`src/rtl/adder_sub_4bit.sv`:
```
// ---------------------------------------------------------------------------
// adder_sub_4bit
//   Registered 4-bit two's-complement adder/subtractor with signed-overflow
//   detection. M selects A+B (M=0) or A-B (M=1). Subtraction is done by
//   inverting B and injecting M as the carry-in. The sum goes through a
//   ripple chain of four full adders and is captured every rising clk edge.
//
// Ports
//   clk     in   1  rising-edge clock
//   rst     in   1  synchronous active-high reset (Y=0, Ovrflw=0)
//   A       in   4  operand A, two's complement
//   B       in   4  operand B, two's complement
//   M       in   1  mode: 0 = add, 1 = subtract
//   Y       out  4  registered result, modulo 16
//   Ovrflw  out  1  registered signed-overflow flag for the captured result
// ---------------------------------------------------------------------------

// One ripple stage.
module adder_sub_4bit_fa (
    input  logic a,
    input  logic b,
    input  logic ci,
    output logic s,
    output logic co
);
    logic p;

    assign p  = a ^ b;
    assign s  = p ^ ci;
    assign co = (a & b) | (ci & p);
endmodule

module adder_sub_4bit (
    input  logic       clk,
    input  logic       rst,
    input  logic [3:0] A,
    input  logic [3:0] B,
    input  logic       M,
    output logic [3:0] Y,
    output logic       Ovrflw
);
    localparam int W = 4;

    logic [W-1:0] bx;     // B conditioned by the mode bit
    logic [W:0]   c;      // c[0] = carry-in, c[W] = carry-out
    logic [W-1:0] s;
    logic         v;

    // Subtract is A + ~B + 1: the mode bit both inverts B and supplies the +1.
    assign bx   = B ^ {W{M}};
    assign c[0] = M;

    for (genvar i = 0; i < W; i++) begin : g_stage
        adder_sub_4bit_fa u_fa (
            .a  (A[i]),
            .b  (bx[i]),
            .ci (c[i]),
            .s  (s[i]),
            .co (c[i+1])
        );
    end

    // Signed overflow: carry into the sign bit disagrees with carry out of it.
    // The unsigned carry/borrow c[W] is otherwise left internal.
    assign v = c[W-1] ^ c[W];

    always_ff @(posedge clk) begin
        if (rst) begin
            Y      <= '0;
            Ovrflw <= 1'b0;
        end else begin
            Y      <= s;
            Ovrflw <= v;
        end
    end
endmodule

```
`config.mk`:
```
export PLATFORM = sky130hd
export DESIGN_NAME = adder_sub_4bit
export DESIGN_NICKNAME = d
export VERILOG_FILES = /design/src/rtl/adder_sub_4bit.sv
export SDC_FILE = /design/constraint.sdc
export NUM_CORES = 1
export LEC_CHECK = 0
export ABC_AREA = 1
export BUFFER_PORTS_ARGS = -buffer_cell sky130_fd_sc_hd__buf_2
export CORE_AREA = 2 2 39 41
export CTS_BUF_LIST = sky130_fd_sc_hd__clkbuf_8 sky130_fd_sc_hd__clkbuf_16
export CTS_CLUSTER_SIZE = 28
export DETAILED_ROUTE_END_ITERATION = 7
export DIE_AREA = 0 0 41 43
export PLACE_DENSITY = 0.55
export SYNTH_ARGS = -nofsm -noshare
export SYNTH_HDL_FRONTEND = slang
export SYNTH_SLANG_ARGS = --single-unit
```
`constraint.sdc`:
```
create_clock -name clk -period 1.98 [get_ports clk]
set_input_delay 0 -clock clk [delete_from_list [all_inputs] [get_ports clk]]
set_output_delay 0 -clock clk [all_outputs]
set_load 0.05 [all_outputs]
```
### After elaboration in Yosys (flattened, before gate mapping)

Cells that the tools add are included.

* flip-flop bits (word level): 5
* latch bits: 0
* bits in writable memories: 0
* memory bits (read-only): 0
* output and inout bits: 5
* memories kept: 0

* $add $sub $neg: 0
* $mul: 0
* div/mod/pow operators: 0
* $lt $le $gt $ge: 0
* equal/unequal tests: 0
* shift-type cells: 0
* mux-type cells: 0
* bitwise gates (word level): 22
* reduce and logical (&&, ||, !) cells: 0

Operators with widths (count)
* 1-bit bitwise XOR: 9
* 1-bit AND: 8
* 1-bit OR: 4
* 4-bit bitwise XOR: 1

### Depth between registers and ports, before layout

Gate-level depths: netlist (run 1).

* word-level depth: 11
* mapped depth: 10

### Modules after synthesis

From an unflattened synthesis (run 1), not the netlist that was laid out.

* cells, all modules: 39
* area total of the unflattened synthesis: 292.8 um^2

Modules (own cells, without submodules)
* adder_sub_4bit: times used 1, cells an instance 35, area each 212.7 um^2
* adder_sub_4bit_fa: times used 4, cells an instance 1, area each 20.0 um^2

### Least setup slack after synthesis (run 1)

No wires, ideal clock.

* path kind: input to register
* start: in M
* end: reg Ovrflw
* setup time: 0.113 ns
* arrival time: 1.354 ns
* slack: 0.513 ns
* stages on the path: 9
* path through: inv_1 nand2_1 nand2_1 fa_1 inv_1 fa_1 fa_1 nor2_1 nor2_1

* cells in the longest elaborated chain, start to end: 11
* elaborated cells on any way between the ends: 18

RTL lines
* start: declaration: RTL line 38 `input logic M,`
* 4-bit bitwise XOR: RTL line 50 `assign bx = B ^ {W{M}};`
* 1-bit bitwise XOR: RTL line 28 `assign p = a ^ b;`
* 1-bit AND: RTL line 30 `assign co = (a & b) | (ci & p);`
* 1-bit OR: RTL line 30
* 1-bit AND: RTL line 30
* 1-bit OR: RTL line 30
* 1-bit AND: RTL line 30
* 1-bit OR: RTL line 30
* 1-bit AND: RTL line 30
* 1-bit OR: RTL line 30
* 1-bit bitwise XOR (*): RTL line 65 `assign v = c[W-1] ^ c[W];`
* end signal: assignment: RTL line 73 `Ovrflw <= v;`
* end: declaration: RTL line 40 `output logic Ovrflw`

Mark *: on every way between the ends. The rest lies on a longest branch, timed or not.
A chain may end at the register's enable or synchronous reset.

### Final worst setup path (run 1)

Ends and elaborated chain as after synthesis.

==> results.json, run 1 <==
{
  "finalPower_w": 0.000415,
  "netlist.area_leader.share": 0.377,
  "post-route-drc-count": 0,
  "nNetsFinal": 67,
  "finalSetupViolCount": 0,
  "arrival_ns": 1.58,
  "diodes": 0,
  "pwr-share-comb": 0.287,
  "seq_power_share": 0.283,
  "fp.dieH_um": 43,
  "cts_max_level": 1,
  "synth.area.top_cells": "dfxtp_1, fa_1, inv_1",
  "ys_warn_count": 0,
  "p_leak_nw": 0.235,
  "cpMostUsedCell": "fa_1",
  "cp_slowest_cell": "fa_1",
  "final_cell_area_um2": 415,
  "grt.total_usage": 0.0605,
  "drive_gt1_frac": 0.365,
  "start_kind": "input pin",
  "port-buffer-count": 15,
  "antenna_found_initial": 0,
  "slew-limit-headroom": 0.835,
  "fp.dieW_um": 41,
  "p_sw_frac": 0.315,
  "grt_max_degree": 5,
  "powerDensity_nw_per_um2": 999,
  "cp_data_required_time_ns": 2.09,
  "ioPinCount": 16,
  "fin_crit_ns": 1.47,
  "rsz0062_at_grt": "no",
  "yosysTopAreaCell": "dfxtp_1",
  "rows": 14,
  "finalSetupTns_ns": 0,
  "grt_pass1_vias": 201,
  "hpwl_um": 421,
  "first_pass_iters": 1,
  "crit_fanout": 4,
  "switchingPower_w": 0.000131,
  "slowest_delay_ns": 0.43,
  "slew_viol_final": 0,
  "post_cts_buffers": 0,
  "core_area_um2": 1380,
  "routedWlPerCell_um": 6.91,
  "grt-ovfl-total": 0,
  "vias_per_cell": 3.54,
  "initial_core_util": 0.192,
  "synth_cell_types": 7,
  "clkPwrFrac": 0.430,
  "maxCapViolCount": 0,
  "vias": 241,
  "crit_family": "adder cells",
  "drtIter0Drc": 0,
  "die_area_um2": 1760,
  "ys_seq_elements": 5,
  "syn2layout_area_growth_pct": 56.6,
  "syn_inst": 32,
  "hold_class": "input pin to flip-flop",
  "final-hold-violation-count": 0,
  "max_freq_mhz": 681,
  "p_int_w": 0.000284,
  "grt_pass1_wl_um": 627,
  "path_buf_inv": 3,
  "period_share": 0.742,
  "setup.worst_path.end_class": "flip-flop",
  "dpl_cell_area_um2": 360,
  "postRouteAntennaNets": 0,
  "path_class": "input pin to flip-flop",
  "clock-sinks": 5,
  "cts_buffers": 3,
  "worst_hold_slack_ns": 0.0197,
  "postSynthAreaPerCell_um2": 8.29,
  "post-place-ws_ns": 0.274,
  "routed_wl_um": 470,
  "clock_path_buffers": 2,
  "ys_seq_area_frac": 0.377,
  "gp_congestion": 0.649,
  "crit_chain": "buf_2 -> inv_1 -> nand2_1 -> nand2_1 -> fa_1 -> inv_1 -> fa_1 -> fa_1 -> nor2_1 -> nor2_1",
  "clk_pin_slew_ns": 0.03,
  "tightest_slew_ns": 0.249,
  "root_buffer": "clkbuf_8",
  "ir_worst_vdd_uv": 202,
  "cts_tree": "done",
  "synth_area_um2": 265,
  "fin_ws_ns": 0.511,
  "status": "complete, no violations",
  "synth_fp_nets": 46
}
-- per-layer routing --
layer | share of wire | vias up | GRT usage
li1 | - | 129 | -
met1 | 0.38 | 101 | 0.0521
met4 | 0 | 0 | 0.120
met2 | 0.51 | 11 | 0.0813
met3 | 0.11 | 0 | 0
met5 | 0 | - | 0
-- cells in the mapped netlist --
master,instances
inv_1,7
dfxtp_1,5
xnor2_1,2
fa_1,3
o21ai_2,1
nand2_1,7
nor2_1,7
-- repair_timing --
| item | in CTS | in global routing |
|---|---|---|
| hold endpoints to repair | 3 | 0 |
| hold buffers | 1 | 0 |
| resized for setup | 0 | 0 |
-- cells by family (layout without fill, tap and decap cells) --
| kind of cell | count (synthesis) | in the layout | synth area share |
|---|---|---|---|
| AO/OA/AOI/OAI | 1 | 1 | 0.0330 |
| XOR/XNOR | 2 | 2 | 0.0660 |
| AND/OR/NAND/NOR | 14 | 14 | 0.198 |
| buffers and inverters | 7 | 27 | 0.0991 |
| flip-flops | 5 | 5 | 0.377 |
| adder cells (fa/ha/maj) | 3 | 3 | 0.226 |
-- power by group through the flow --
stage | Sequential, W | Combinational, W | Clock (W)
3_5_place_dp | 0.000119 | 0.000119 | 0
6_report | 0.000118 | 0.000119 | 0.000178
5_1_grt | 0.000118 | 0.000131 | 0.000187
4_1_cts | 0.000118 | 0.000121 | 0.000185
3_3_place_gp | 0.000119 | 0.000117 | 0
2_1_floorplan | 0.000168 | 0.0000367 | 0
-- stage by stage --
stage                util  cells
finish              0.300     68
CTS                 0.300     68
global route        0.300     68
global placement    0.260     63
floorplan               -     32
detailed placement  0.260     63
-- cells in the final DEF (no fill, tap or decap) --
master          n
buf_2          15
xnor2_1         2
nor2_1          7
clkbuf_8        3
o21ai_2         1
inv_1           8
dlygate4sd3_1   1
dfxtp_1         5
fa_1            3
nand2_1         7
-- area by class of cell --
class	instances	area (um2)
clock inverter	1	3.75
inverter	7	26.3
fill	161	968
multi-input combinational	20	139
sequential	5	100
clock buffer	3	41.3
tap	16	20.0
timing repair buffer	16	85.1
-- sequential cells by signal (all words and copies together), names as in the netlist --
signal and cells:
Ovrflw 1, Y 4
-- worst min-delay path: cells and delay by family --
family        cells  cell delay (ns)
buf+inv           1             0.09
simple gates      2             0.11
-- path summary, 6_finish.rpt --
path | start | to | slack (ns) | cells after the start
setup / recovery | M | Ovrflw | 0.51 | 10
hold / removal | A[0] | Y[0] | 0.02 | 3
No activity file was read; power rests on OpenSTA's default activity.
==> run 2, diff against run 1 <==
--- a/config.mk
+++ b/config.mk
@@ -12,7 +12,7 @@
 export CTS_CLUSTER_SIZE = 28
 export DETAILED_ROUTE_END_ITERATION = 7
 export DIE_AREA = 0 0 41 43
-export PLACE_DENSITY = 0.55
+export PLACE_DENSITY = 0.57
 export SYNTH_ARGS = -nofsm -noshare
 export SYNTH_HDL_FRONTEND = slang
 export SYNTH_SLANG_ARGS = --single-unit
==> constraint.sdc (replaced) <==
create_clock -name clk -period 1.2 [get_ports clk]
set_input_delay 0 -clock clk [delete_from_list [all_inputs] [get_ports clk]]
set_output_delay 0 -clock clk [all_outputs]
set_load 0.05 [all_outputs]
==> results.json, run 2 (synthesis gave the netlist of run 1 again) <==
{
  "status": "finished, violations left",
  "violations": "hold timing, setup timing",
  "fillCellCount": 144,
  "final_common_cell": "buf_2",
  "p_sw_frac": 0.314,
  "rows": 14,
  "port-buffer-count": 15,
  "cts_tree": "done",
  "wl_met3_um": 49,
  "cts_buffers": 3,
  "root_buffer": "clkbuf_8",
  "top_layer": "met3",
  "fin_crit_ns": 1.31,
  "nNetsFinal": 68,
  "fp.dieW_um": 41,
  "switchingPower_w": 0.000225,
  "vias": 255,
  "die_area_um2": 1760,
  "post-route-drc-count": 0,
  "ir_worst_vdd_uv": 373,
  "register_area_um2": 100,
  "pwr-share-comb": 0.323,
  "cp_slowest_cell": "fa_2",
  "crit_fanout": 3,
  "finalSetupTns_ns": -0.164,
  "hold_class": "input pin to flip-flop",
  "first_pass_iters": 4,
  "clk_pin_slew_ns": 0.03,
  "fp.dieH_um": 43,
  "slowest_delay_ns": 0.53,
  "slew-limit-headroom": 0.839,
  "wl_met1_um": 158,
  "ioPinCount": 16,
  "cpMostUsedCell": "fa_2",
  "crit_chain": "buf_12 -> inv_12 -> nand2_4 -> nand2_2 -> fa_2 -> inv_2 -> fa_2 -> fa_2 -> nor2_1",
  "path_class": "input pin to flip-flop",
  "initial_core_util": 0.192,
  "cp_data_required_time_ns": 1.31,
  "grt_max_degree": 5,
  "final-hold-violation-count": 3,
  "core_area_um2": 1380,
  "syn2layout_area_growth_pct": 84.9,
  "p_int_w": 0.000492,
  "vias_per_cell": 3.70,
  "seq_power_share": 0.271,
  "grt_pass1_wl_um": 745,
  "drtIter0Drc": 1,
  "diodes": 0,
  "cts_max_level": 1,
  "grt-ovfl-total": 0,
  "final_cell_mix": "buf_2, nor2_1, dfxtp_1, inv_1",
  "grt.total_usage": 0.0675,
  "start_kind": "input pin",
  "final_cell_area_um2": 490,
  "clock_path_buffers": 2,
  "grt_pass1_vias": 221,
  "dr_wl_met2_um": 290,
  "finalSetupViolCount": 2,
  "postRouteAntennaNets": 0,
  "setup.worst_path.end_class": "flip-flop",
  "drive_gt1_frac": 0.585,
  "maxCapViolCount": 0,
  "slew_viol_final": 0,
  "worst_hold_slack_ns": -0.0173,
  "clkPwrFrac": 0.406,
  "p_leak_nw": 0.255,
  "period_share": 1.09,
  "largest_reg_flops": 4,
  "dpl_cell_area_um2": 413,
  "largest-register": "Y",
  "powerDensity_nw_per_um2": 1460,
  "clock-sinks": 5,
  "rsz0062_at_grt": "yes",
  "arrival_ns": 1.42,
  "max_freq_mhz": 765,
  "reg_top3": "Y x4, Ovrflw x1",
  "post_cts_buffers": 0,
  "routed_wl_um": 498,
  "antenna_found_initial": 0,
  "gp_congestion": 0.595,
  "routedWlPerCell_um": 7.22,
  "tightest_slew_ns": 0.240,
  "multi_input_area_um2": 169,
  "fin_ws_ns": -0.107
}
## run 2: cell types whose count changed in the layout (fill, tap and decap cells not counted), moves of 2 or more
cell / change
buf_2: -3
buf_4: +2
buf_6: +2
fa_1: -3
fa_2: +3
inv_1: -3
inv_2: +2
nand2_1: -4
nand2_2: +3
## run 2: worst max-delay path, delay by kind of cell
kind	cells	cell delay, ns
adders and majority gates	3	1.08
buffers and inverters	3	0.20
and+or+nand+nor	3	0.14
## run 2: worst paths after layout
kind,startpoint,to,slack (ns),cells after the start
worst max-delay path,M,Y[3],-0.11,9
worst min-delay path,rst,Y[3],-0.02,2
## run 2: cell type report
type / instances / area share
clock buffers: 3 / 0.0842
flip-flops and latches: 5 / 0.204
repair buffers: 17 / 0.240
clock inverters: 1 / 0.00765
well taps: 16 / 0.0408
inverters: 7 / 0.0791
multi-input cells: 20 / 0.344
## run 2: per-layer routing
layer | vias up | track usage
met2 | 10 | 0.0938
met5 | - | 0
met1 | 113 | 0.0717
met4 | 0 | 0.0800
met3 | 0 | 0.0157
li1 | 132 | -
## run 2: repair_timing
item,4_1_cts,5_1_grt
resized for setup,10,0
pin swaps,2,1
cloned,0,0
endpoints found under the hold margin,3,3
setup endpoints to repair,2,2
## run 2: power by group through the flow
stage          Sequential (W)  Combinational [W]  Clock [W]
2_1_floorplan        0.000278          0.0000729          0
6_report             0.000194           0.000232   0.000291
5_1_grt              0.000196           0.000253   0.000312
3_5_place_dp         0.000197           0.000223          0
4_1_cts              0.000195           0.000236   0.000299
3_3_place_gp         0.000196           0.000219          0
## run 2: per-stage QoR
step	power (W)	setup WS (ns)	hold slack, ns	std cells	util
floorplan	0.000351	-0.172	0.0667	32	-
global placement	0.000415	-0.412	0.205	65	0.298
detailed placement	0.000420	-0.445	0.208	65	0.298
CTS	0.000730	-0.118	-0.0197	69	0.354
global route	0.000761	-0.148	-0.0150	69	0.354
finish	0.000717	-0.107	-0.0173	69	0.354
==> run 3, diff against run 2 <==
--- a/config.mk
+++ b/config.mk
@@ -5,14 +5,13 @@
 export SDC_FILE = /design/constraint.sdc
 export NUM_CORES = 1
 export LEC_CHECK = 0
-export ABC_AREA = 1
 export BUFFER_PORTS_ARGS = -buffer_cell sky130_fd_sc_hd__buf_2
 export CORE_AREA = 2 2 39 41
 export CTS_BUF_LIST = sky130_fd_sc_hd__clkbuf_8 sky130_fd_sc_hd__clkbuf_16
 export CTS_CLUSTER_SIZE = 28
 export DETAILED_ROUTE_END_ITERATION = 7
 export DIE_AREA = 0 0 41 43
-export PLACE_DENSITY = 0.57
+export PLACE_DENSITY = 0.55
 export SYNTH_ARGS = -nofsm -noshare
 export SYNTH_HDL_FRONTEND = slang
 export SYNTH_SLANG_ARGS = --single-unit
==> results.json, run 3 <==
{
  "holdPathEnd": "Y[0]",
  "worst_hold_slack_ns": 0.117,
  "yosysTopAreaCell": "dfxtp_1",
  "largest-register": "Y",
  "setup.worst_path.end_class": "flip-flop",
  "cts_max_level": 1,
  "yosysMostFrequentCell": "dfxtp_1",
  "routedWlPerCell_um": 7.89,
  "p_leak_nw": 0.238,
  "ir_worst_vdd_uv": 346,
  "cts_tree": "done",
  "arrival_ns": 1.54,
  "status": "finished, violations left",
  "slew-limit-headroom": 0.835,
  "tightest_slew_ns": 0.250,
  "grt_max_degree": 6,
  "ys_seq_area_frac": 0.404,
  "port-buffer-count": 15,
  "clock_path_buffers": 2,
  "slew_viol_final": 0,
  "syn2layout_area_growth_pct": 93.9,
  "ioPinCount": 16,
  "diodes": 0,
  "period_share": 1.15,
  "routed_wl_um": 497,
  "cp_data_required_time_ns": 1.35,
  "powerDensity_nw_per_um2": 1560,
  "grt-ovfl-total": 0,
  "vias_per_cell": 3.79,
  "synth_fp_nets": 36,
  "syn_inst": 22,
  "die_area_um2": 1760,
  "postSynthAreaPerCell_um2": 11.3,
  "synth_common_cells": "dfxtp_1, nor2_1, xnor2_1, fa_1, inv_1",
  "post-route-drc-count": 0,
  "fin_crit_ns": 1.38,
  "gp_congestion": 0.662,
  "synth_flop_cell": "dfxtp_1",
  "drive_gt1_frac": 0.638,
  "rows": 14,
  "rsz0062_at_grt": "yes",
  "vias": 239,
  "drtIter0Drc": 0,
  "grt_pass1_wl_um": 814,
  "multi_input_area_um2": 163,
  "post-place-ws_ns": -0.470,
  "grt_pass1_vias": 229,
  "path_class": "input pin to flip-flop",
  "fp.dieW_um": 41,
  "fin_ws_ns": -0.182,
  "final-hold-violation-count": 0,
  "antenna_found_initial": 0,
  "postRouteAntennaNets": 0,
  "synth_cell_types": 8,
  "first_pass_iters": 1,
  "fillCellCount": 159,
  "core_area_um2": 1380,
  "clock-sinks": 5,
  "final_cells": 63,
  "synth_edf_count": 0,
  "grt.total_usage": 0.0727,
  "synth.area.top_cells": "dfxtp_1, fa_1, xnor2_1",
  "hold_class": "input pin to flip-flop",
  "final_common_cell": "buf_2",
  "crit_fanout": 2,
  "max_freq_mhz": 723,
  "cts_buffers": 3,
  "maxCapViolCount": 0,
  "initial_core_util": 0.179,
  "nNetsFinal": 62,
  "start_kind": "input pin",
  "ys_seq_elements": 5,
  "dp_cells": 57,
  "netlist.area_leader.share": 0.404,
  "synthArstFlopShare": 0,
  "hold_depth": 4,
  "clk_pin_slew_ns": 0.03,
  "synth_area_um2": 248,
  "largest_reg_flops": 4,
  "final_cell_mix": "buf_2, dfxtp_1, buf_4",
  "fp.dieH_um": 43,
  "register_area_um2": 100,
  "ys_warn_count": 0,
  "violations": "setup timing",
  "holdCritStartpoint": "B[0]",
  "root_buffer": "clkbuf_8",
  "reg_top3": "Y x4, Ovrflw x1",
  "finalSetupViolCount": 2
}
[run 3: changes by cell type after synthesis, sizes merged]
| cell | previous run | this run |
|---|---|---|
| nand2 | 7 | 0 |
| inv | 7 | 3 |
| nor2 | 7 | 4 |
| xnor2 | 2 | 4 |
| mux2 | 0 | 1 |
| nor2b | 0 | 1 |
| o21ai | 1 | 0 |
| xor2 | 0 | 1 |
[run 3: layer usage]
metal | vias up | track usage | routed length (um)
met5 | - | 0 | 0
met4 | 0 | 0.0800 | 25
met3 | 5 | 0.0314 | 53
met2 | 12 | 0.103 | 257
met1 | 108 | 0.0689 | 160
li1 | 114 | - | -
[run 3: timing repair]
action | CTS | global route
gates resized for setup | 4 | 2
setup buffers | 0 | 1
setup endpoints to repair | 2 | 2
hold endpoints to repair | 5 | 0
hold buffers | 1 | 0
pin swaps | 2 | 0
[run 3: area by class of cell]
type / instances / area share
multi-input combinational: 14 / 0.339
timing repair buffer: 21 / 0.294
sequential: 5 / 0.208
clock buffer: 3 / 0.0859
tap: 16 / 0.0417
inverter: 3 / 0.0234
clock inverter: 1 / 0.00781
[run 3: logic make-up after synthesis]
kind of cell,after synthesis,share of synthesized area
xor+xnor,5,0.177
fa+ha+maj,3,0.242
simple gates,5,0.0859
flops,5,0.404
mux,1,0.0455
buf+inv,3,0.0455
[run 3: how the worst max path moves through the flow]
stage / startpoint / endpoint / slack (ns) / cells after the start
3_5_place_dp: M / Ovrflw / -0.47 / 8
6_report: B[0] / Y[3] / -0.18 / 7
4_1_cts: B[0] / Y[3] / -0.18 / 7
3_3_place_gp: M / Ovrflw / -0.47 / 8
2_1_floorplan: M / Ovrflw / -0.27 / 7
5_1_grt: B[0] / Y[3] / -0.23 / 7
[run 3: worst max-delay path, stage by stage]
cell	delay, ns
buf_6	0.09
mux2_4	0.29
fa_2	0.34
inv_2	0.06
fa_2	0.21
fa_2	0.43
nor2_1	0.11
[run 3: stage by stage]
step	util	TNS (ns)	area (um2)	power (W)
2_1_floorplan	-	-0.524	264	0.000358
3_3_place_gp	0.281	-1.03	389	0.000427
3_5_place_dp	0.281	-1.05	389	0.000429
4_1_cts	0.332	-0.340	459	0.000743
5_1_grt	0.347	-0.433	480	0.000790
6_report	0.347	-0.307	480	0.000748
[run 3: report_power, final]
group	internal, W	switching (W)
clock	0.000219	0.0000794
sequential	0.000192	0.00000490
combinational	0.000103	0.000150
